File: src/rtl/emif_calbus_initiator.sv
// rtl/emif_calbus_initiator.sv - single-outstanding calbus master (read / write / masked RMW)
// Optional address range check enabled by defining CALBUS_ADDR_CHECK_EN.
module emif_calbus_initiator #(
  parameter int          RD_LATENCY = 2,
  parameter int          GAP        = 1,
  parameter logic [19:0] ADDR_LIMIT = 20'hFFFFF
) (
  input  logic        clk_clk,
  input  logic        reset_reset_n,
  input  logic        req_valid,
  output logic        req_ready,
  input  logic [1:0]  req_op,
  input  logic [19:0] req_addr,
  input  logic [31:0] req_wdata,
  input  logic [31:0] req_mask,
  output logic        rsp_valid,
  output logic [31:0] rsp_rdata,
  output logic        rsp_err,
  output logic        calbus_read,
  output logic        calbus_write,
  output logic [19:0] calbus_address,
  output logic [31:0] calbus_wdata,
  input  logic [31:0] calbus_rdata
);

  typedef enum logic [2:0] {IDLE, RD_STB, RD_WAIT, WR_STB, RESP, GAP_WAIT} state_t;

  localparam logic [2:0] RD_LAT = 3'(RD_LATENCY);
  localparam logic [3:0] GAP_N  = 4'(GAP);
  localparam logic [1:0] OP_WR  = 2'b01;
  localparam logic [1:0] OP_RMW = 2'b10;

  state_t      state;
  logic [1:0]  op_q;
  logic [31:0] wdata_q;
  logic [31:0] mask_q;
  logic [31:0] old_q;
  logic [2:0]  rd_cnt;
  logic [3:0]  gap_cnt;
  logic        addr_bad;

`ifdef CALBUS_ADDR_CHECK_EN
  assign addr_bad = (req_addr > ADDR_LIMIT);
`else
  logic unused_addr_limit;
  assign unused_addr_limit = ^ADDR_LIMIT;
  assign addr_bad = 1'b0;
`endif

  always_ff @(posedge clk_clk or negedge reset_reset_n) begin
    if (!reset_reset_n) begin
      state          <= IDLE;
      req_ready      <= 1'b0;
      rsp_valid      <= 1'b0;
      rsp_rdata      <= '0;
      rsp_err        <= 1'b0;
      calbus_read    <= 1'b0;
      calbus_write   <= 1'b0;
      calbus_address <= '0;
      calbus_wdata   <= '0;
      op_q           <= '0;
      wdata_q        <= '0;
      mask_q         <= '0;
      old_q          <= '0;
      rd_cnt         <= '0;
      gap_cnt        <= '0;
    end else begin
      calbus_read  <= 1'b0;
      calbus_write <= 1'b0;
      rsp_valid    <= 1'b0;
      case (state)
        IDLE: begin
          if (!req_ready) begin
            req_ready <= 1'b1;
          end else if (req_valid) begin
            req_ready      <= 1'b0;
            op_q           <= req_op;
            wdata_q        <= req_wdata;
            mask_q         <= req_mask;
            calbus_address <= req_addr;
            if (addr_bad) begin
              state     <= RESP;
              rsp_valid <= 1'b1;
              rsp_err   <= 1'b1;
              rsp_rdata <= '0;
            end else if (req_op == OP_WR) begin
              state        <= WR_STB;
              calbus_write <= 1'b1;
              calbus_wdata <= req_wdata;
            end else begin
              state       <= RD_STB;
              calbus_read <= 1'b1;
            end
          end
        end
        RD_STB: begin
          state  <= RD_WAIT;
          rd_cnt <= 3'd1;
        end
        RD_WAIT: begin
          if (rd_cnt == RD_LAT) begin
            old_q <= calbus_rdata;
            if (op_q == OP_RMW) begin
              state        <= WR_STB;
              calbus_write <= 1'b1;
              calbus_wdata <= (calbus_rdata & ~mask_q) | (wdata_q & mask_q);
            end else begin
              state     <= RESP;
              rsp_valid <= 1'b1;
              rsp_err   <= 1'b0;
              rsp_rdata <= calbus_rdata;
            end
          end else begin
            rd_cnt <= rd_cnt + 3'd1;
          end
        end
        WR_STB: begin
          state     <= RESP;
          rsp_valid <= 1'b1;
          rsp_err   <= 1'b0;
          rsp_rdata <= (op_q == OP_RMW) ? old_q : 32'h0;
        end
        RESP: begin
          if (GAP_N == 4'd0) begin
            state     <= IDLE;
            req_ready <= 1'b1;
          end else begin
            state   <= GAP_WAIT;
            gap_cnt <= 4'd1;
          end
        end
        GAP_WAIT: begin
          if (gap_cnt == GAP_N) begin
            state     <= IDLE;
            req_ready <= 1'b1;
          end else begin
            gap_cnt <= gap_cnt + 4'd1;
          end
        end
        default: begin
          state     <= IDLE;
          req_ready <= 1'b0;
        end
      endcase
    end
  end

endmodule

File: config.mk
export PLATFORM = sky130hd
export DESIGN_NAME = emif_calbus_initiator
export DESIGN_NICKNAME = d
export VERILOG_FILES = /design/src/rtl/emif_calbus_initiator.sv
export SDC_FILE = /design/constraint.sdc
export NUM_CORES = 1
export LEC_CHECK = 0
export BUFFER_PORTS_ARGS = -buffer_cell sky130_fd_sc_hd__buf_4
export CORE_MARGIN = 2
export CORE_UTILIZATION = 30
export DETAILED_ROUTE_END_ITERATION = 12
export GPL_ROUTABILITY_DRIVEN = 0
export PLACE_DENSITY_LB_ADDON = 0.25
export SETUP_SLACK_MARGIN = 0.15
export SLEW_MARGIN = 20
export SYNTH_ARGS = -nofsm -noshare
export SYNTH_HDL_FRONTEND = slang
export SYNTH_SLANG_ARGS = --single-unit
File: constraint.sdc
create_clock -name clk_clk -period 4.6 [get_ports clk_clk]
set_input_delay 0 -clock clk_clk [delete_from_list [all_inputs] [get_ports clk_clk]]
set_output_delay 0 -clock clk_clk [all_outputs]
set_load 0.03 [all_outputs]
==> qor.txt, run 1 <==
Startpoint class of the critical path - register
CTS tree - yes
Max-cap violations - 0
Min-delay worst type - input pin to asynchronous set/reset pin
Clk slew on worst S/H paths - 90 ps
DR WL/cell - 15.3 µm
Cell Area, Synth - 0.00857 mm²
Worst-skew pair later-pin latency - 440 ps
DRC Markers - 0
Post-CTS Hold Buffers - 121
Core area - 0.0279 mm²
Ys flop type - dfrtp_1
Final TNS setup - 0 ps
Diodes inserted - 0
DP Wirelength - 13,700 µm
Largest area contributor in the netlist - dfrtp_1
Row Count - 61
Die width - 173 µm
Post-Syn Instances - 715
Root buffer cell - clkbuf_16
#FFs+latches synth - 196
Yosys top cell area share - 0.572
Top-count cell post-synth - dfrtp_1
Peak supply drop - 0.309 mV
Worst-path fanout max - 66
Vias in the first global route - 6,447
Vias - 6,364
Die span in y - 173 µm
Synth warn - 0
Total die area - 0.0299 mm²
Synthesized area per cell - 12.0 µm²
Overflow after GRT - 0
Share of layout cells above drive strength 1 - 0.356
Global-route wire length before repair - 35,600 µm
Iter 0 DRT Violations - 282
Crit Path Category - register to register
Post_cts resized - 0
Final wirelength - 21,700 µm
Top cells by area, synth - dfrtp_1 (57%), mux2_2 (15%), mux2_1 (4.6%)
Req. time, crit path - 4970 ps
Final worst path period need - 3010 ps
Port Buffer Count - 208
Initial antenna violation count - 1
Slew HR - 0.308
RSZ-0062 raised after global routing - no
Initial Utilization - 0.307
Synth-to-layout area growth - 42.9%
Num CTS Buffers - 17
Final Hold Viols - 0
Final max-slew violation count - 0
Register area share after synthesis - 0.572
Slew @ Worst Pin - 1040 ps
Post-CTS repair timing setup buffer count - 0
Filler cell count - 2,671
Status - complete, no violations
Multi-input gate area - 0.00341 mm²
Pre-antenna DRT Iters - 4
Synth unique cells - 39
# clock sinks - 196
Nets - 1,149
Clk buf depth - 2
Most frequent cells after synthesis - dfrtp_1 (196), mux2_2 (115), nand2_1 (103), o21ai_0 (39), nor2_1 (38)
Flip-flop and latch area - 0.00490 mm²
Final setup vio count - 0
Clock Skews - 18.0 ps
Syn nets - 840
All-Layer GR Usage - 0.148
Post-synth ARST share - 1.00
Tcrit/Tclk final - 0.654
IO Pins - 210
Crit end category - register
Fmax - 0.332 GHz
Detail Route Antenna Nets - 0
Largest net degree at the start of global routing - 85
LEAKAGE - 5.56 nW
Vias per cell - 4.50
H-tree depth - 4
Post-synth EDFFs - 0
Power Total - 8.14 mW
Pwr Density - 665 mW/mm²
Crit path arrival time - 3380 ps
[layout make-up]
cell class / instances / area share
Sequential cell: 196 / 0.401
Multi-Input combinational cell: 465 / 0.279
Timing Repair Buffer: 335 / 0.231
Tap cell: 378 / 0.0386
Clock buffer: 17 / 0.0347
Clock inverter: 15 / 0.0140
Inverter: 9 / 0.00276
[final timing paths]
path,depth (start not counted),end,start,slack [ps]
min in group clk_clk,3,mask_q[22]$_DFFE_PN0P_,req_mask[22],330
max,5,calbus_wdata[23]$_DFFE_PN0P_,state[1]$_DFFE_PN0P_,1590
max reg2reg,5,calbus_wdata[23]$_DFFE_PN0P_,state[1]$_DFFE_PN0P_,1590
min,2,calbus_address[18]$_DFFE_PN0P_,reset_reset_n,190
min reg2reg,1,wdata_q[5]$_DFFE_PN0P_,wdata_q[5]$_DFFE_PN0P_,490
max in group asynchronous,3,old_q[16]$_DFFE_PN0P_,reset_reset_n,3080
[metrics by stage]
stage               hold WS, ps  utilization  setup WS, ps  instances  instance area [µm²]
global route                237        0.438          1320       1415                12200
detailed placement          114        0.374          1550       1262                10400
CTS                         207        0.438          1540       1415                12200
floorplan                  -296            -          2790        715                 8570
global placement            114        0.374          1580       1262                10400
finish                      191        0.438          1590       1415                12200
[layout by cell type (no fill, tap or decap), types with 2 or more instances in the layout]
cell type      count
bufinv_16          2
dlygate4sd3_1    121
clkbuf_16         17
clkinv_2           3
o21ai_0           39
a21oi_1           37
o21ai_1           33
clkinv_4           3
nand3_1            2
buf_4            213
nor2_1            38
dfrtp_1          196
inv_6              4
mux2_2           115
mux2i_1           35
mux2_1            35
inv_1              9
ha_1               4
nand2_1          103
[worst max-delay path, stage by stage, from the launching register on]
cell and delay [ps]:
dfrtp_1 570, or3b_4 930, o22a_2 850, buf_4 400, nand2_1 100, o21ai_1 90
[cell families after synthesis]
| kind of cell | after synthesis | share of synthesized area |
|---|---|---|
| buf+inv | 54 | 0.0315 |
| flops | 196 | 0.572 |
| fa+ha+maj | 4 | 0.00584 |
| other cells | 1 | 0.000438 |
| compound gates | 119 | 0.0758 |
| simple gates | 156 | 0.0759 |
| mux | 185 | 0.238 |
[per-layer routing]
layer | global-route usage | part of all wire
met1 | 0.202 | 0.48
met2 | 0.240 | 0.46
met3 | 0.0374 | 0.046
met4 | 0.0297 | 0.0070
met5 | 0 | 0.00060
[power by group]
| part | internal (mW) | switching [mW] |
|---|---|---|
| clock network | 0.817 | 0.717 |
| registers | 2.58 | 0.533 |
| logic | 1.61 | 1.89 |
| total | 5.01 | 3.14 |
[state kept, by name, summed over array words and instances (netlist names)]
signal and flops:
calbus_wdata 32, wdata_q 32, rsp_rdata 32, old_q 32
calbus_read 1, rsp_valid 1, rd_cnt 3, mask_q 32
req_ready 1, op_q 2, gap_cnt 4, calbus_address 20
calbus_write 1, state 3
Power figures use the tool's default switching activity.
==> run 2, diff against run 1 <==
--- a/config.mk
+++ b/config.mk
@@ -5,6 +5,7 @@
 export SDC_FILE = /design/constraint.sdc
 export NUM_CORES = 1
 export LEC_CHECK = 0
+export ABC_AREA = 1
 export BUFFER_PORTS_ARGS = -buffer_cell sky130_fd_sc_hd__buf_4
 export CORE_MARGIN = 2
 export CORE_UTILIZATION = 30
==> constraint.sdc (replaced) <==
create_clock -name clk_clk -period 2.45 [get_ports clk_clk]
set_input_delay 0 -clock clk_clk [delete_from_list [all_inputs] [get_ports clk_clk]]
set_output_delay 0 -clock clk_clk [all_outputs]
set_load 0.03 [all_outputs]
==> qor.txt, run 2 <==
Min-delay worst type - input pin to asynchronous set/reset pin
Worst-skew pair later-pin latency - 430 ps (about the same)
Fmax - 0.562 GHz (+69%)
Diodes inserted - 0 (unchanged)
Initial Utilization - 0.304 (-0.00272)
DR top layer - met4
CP endpoint - calbus_wdata[21]$_DFFE_PN0P_
CTS tree - yes
Clock Skews - 10.7 ps (-7.39 ps)
Area post-placement - 0.0107 mm² (+2.3%)
Share of layout cells above drive strength 1 - 0.197 (-0.158)
Req. time, crit path - 2820 ps (-2150 ps)
Largest area contributor in the netlist - dfrtp_1
Port Buffer Count - 208 (unchanged)
Num CTS Buffers - 17 (unchanged)
Max-cap violations - 0 (unchanged)
Vias in the first global route - 7,990 (+24%)
Met3 WL - 1210 µm (+21%)
Slew HR - 0.557 (+0.249)
Slew @ Worst Pin - 665 ps (-371 ps)
Final worst path period need - 1780 ps (-1230 ps)
Status - complete, no violations
Most frequent cells in the layout - nand2_1 (462), buf_4 (221), dfrtp_1 (196)
Met1 wire length - 12,300 µm (+18%)
Crit Path Category - register to register
Tcrit/Tclk final - 0.727 (+0.0725)
#FFs+latches synth - 196 (unchanged)
Root buffer cell - clkbuf_16
Post_cts resized - 0 (unchanged)
RR Endpoint - calbus_wdata[21]$_DFFE_PN0P_
Largest net degree at the start of global routing - 120 (+41%)
Overflow after GRT - 0 (unchanged)
Synthesized area per cell - 8.09 µm² (-32%)
Iter 0 DRT Violations - 438 (+55%)
Final TNS setup - 0 ps (unchanged)
LEAKAGE - 6.39 nW (+15%)
Worst setup startpoint - state[0]$_DFFE_PN0P_
Detail Route Antenna Nets - 0 (unchanged)
Synth unique cells - 25 (-36%)
Register-to-Register Path Depth - 7 (+2)
# clock sinks - 196 (unchanged)
Startpoint class of the critical path - register
Top-count cell post-synth - nand2_1
Pre-antenna DRT Iters - 5 (+1)
Final wirelength - 26,200 µm (+21%)
DR WL/cell - 14.7 µm (-4.1%)
Row Count - 62 (+1.6%)
DP Wirelength - 16,400 µm (+20%)
Vias - 7,994 (+26%)
Die width - 175 µm (+0.89%)
DRC Markers - 0 (unchanged)
Yosys top cell area share - 0.562 (-0.0103)
Vias per cell - 4.49 (-0.26%)
Top cells by area, synth - dfrtp_1 (56%), nand2_1 (20%), o21ai_0 (7.5%)
Syn nets - 1,203 (+43%)
Reg-to-reg startpoint - state[0]$_DFFE_PN0P_
Initial antenna violation count - 0 (-1)
Multi-input gate area - 0.00322 mm² (-5.5%)
Final max-slew violation count - 0 (unchanged)
Ys flop type - dfrtp_1
Global-route wire length before repair - 42,700 µm (+20%)
Post-Syn Instances - 1,078 (+51%)
RSZ-0062 raised after global routing - no
Met2 routed wirelength - 12,300 µm (+22%)
Synth-to-layout area growth - 42.4%
Final Hold Viols - 0 (unchanged)
Cell Area, Synth - 0.00873 mm² (+1.8%)
Worst-path fanout max - 33 (-50%)
Clk buf depth - 2 (unchanged)
Nets - 1,510 (+31%)
Power Total - 14.5 mW (+78%)
H-tree depth - 4 (unchanged)
Register area share after synthesis - 0.562 (-0.0103)
Total die area - 0.0305 mm² (+1.8%)
Fin area - 0.0124 mm² (+1.5%)
Crit path arrival time - 2150 ps (-1230 ps)
Most frequent cells after synthesis - nand2_1 (463), dfrtp_1 (196), o21ai_0 (131), inv_1 (77), nand3_1 (74)
Die span in y - 175 µm (+0.89%)
Peak supply drop - 0.569 mV (+84%)
Pwr Density - 1170 mW/mm² (+76%)
Filler cell count - 2,899 (+8.5%)
IO Pins - 210 (unchanged)
Flip-flop and latch area - 0.00490 mm² (unchanged)
All-Layer GR Usage - 0.177 (+0.0288)
Post-synth ARST share - 1.00 (unchanged)
Synth warn - 0 (unchanged)
Final setup vio count - 0 (unchanged)
Clk slew on worst S/H paths - 80 ps (about the same)
Post-CTS repair timing setup buffer count - 0 (unchanged)
Core area - 0.0287 mm² (+2.8%)
Crit end category - register
Commonest non-fill, non-tap cell in the layout - nand2_1
Reg2Reg Setup Slack - 670 ps (-920 ps)
Post-synth EDFFs - 0 (unchanged)
run 2: worst max-delay path, cell delays in order (launching register included):
cell and delay (ps):
dfrtp_1 460, inv_2 150, nand3_1 90, nor2_1 170
nand2_2 220, nand2_4 430, nand2_1 120, nand2_1 80
run 2: cell families (layout without fill, tap and decap cells):
kind of cell             after synthesis  in the layout  share of synthesized area
AO/OA/AOI/OAI                        175            175                      0.101
XOR/XNOR                               1              1                    0.00100
adder cells (fa/ha/maj)                4              4                    0.00574
buffers and inverters                139            459                     0.0701
flip-flops                           196            196                      0.562
other                                  1              1                   0.000430
AND/OR/NAND/NOR                      562            562                      0.260
run 2: layout make-up:
class / instances / share of cell area
flip-flops and latches: 196 / 0.395
well taps: 384 / 0.0387
inverters: 82 / 0.0250
clock inverters: 13 / 0.00957
multi-input cells: 743 / 0.259
repair buffers: 345 / 0.237
clock buffers: 19 / 0.0356
run 2: what timing repair did:
item	4_1_cts	5_1_grt
endpoints found under the hold margin	248	0
hold buffers	119	0
endpoints found under the setup margin	0	0
run 2: layer usage:
metal	vias to the layer above	global-route usage
met3	21	0.0422
met2	184	0.292
met5	-	0
met1	3772	0.237
li1	4017	-
met4	0	0.0392
run 2: stage by stage:
step / hold slack (ps) / utilization / cells / setup WS, ps
finish: 174 / 0.433 / 1782 / 670
global placement: 60.6 / 0.372 / 1631 / 683
detailed placement: 55.1 / 0.372 / 1631 / 605
floorplan: -296 / - / 1078 / 1010
CTS: 185 / 0.433 / 1782 / 594
global route: 215 / 0.433 / 1782 / 434
run 2: how the worst min path moves through the flow:
stage / start / to / slack, ps / depth (start not counted)
finish: reset_reset_n / old_q[9]$_DFFE_PN0P_ / 170 / 2
global placement: reset_reset_n / old_q[9]$_DFFE_PN0P_ / 60 / 1
floorplan: reset_reset_n / calbus_address[0]$_DFFE_PN0P_ / -300 / 0
detailed placement: reset_reset_n / old_q[9]$_DFFE_PN0P_ / 60 / 1
global route: reset_reset_n / old_q[9]$_DFFE_PN0P_ / 210 / 2
CTS: reset_reset_n / mask_q[13]$_DFFE_PN0P_ / 190 / 2
run 2: report_power, final:
part / leakage (nW) / switching, mW / internal [mW]
Combinational: 3.72 / 3.89 / 2.26
Sequential: 2.40 / 0.919 / 4.72
Clock: 0.273 / 1.35 / 1.37
Total: 6.39 / 6.17 / 8.35
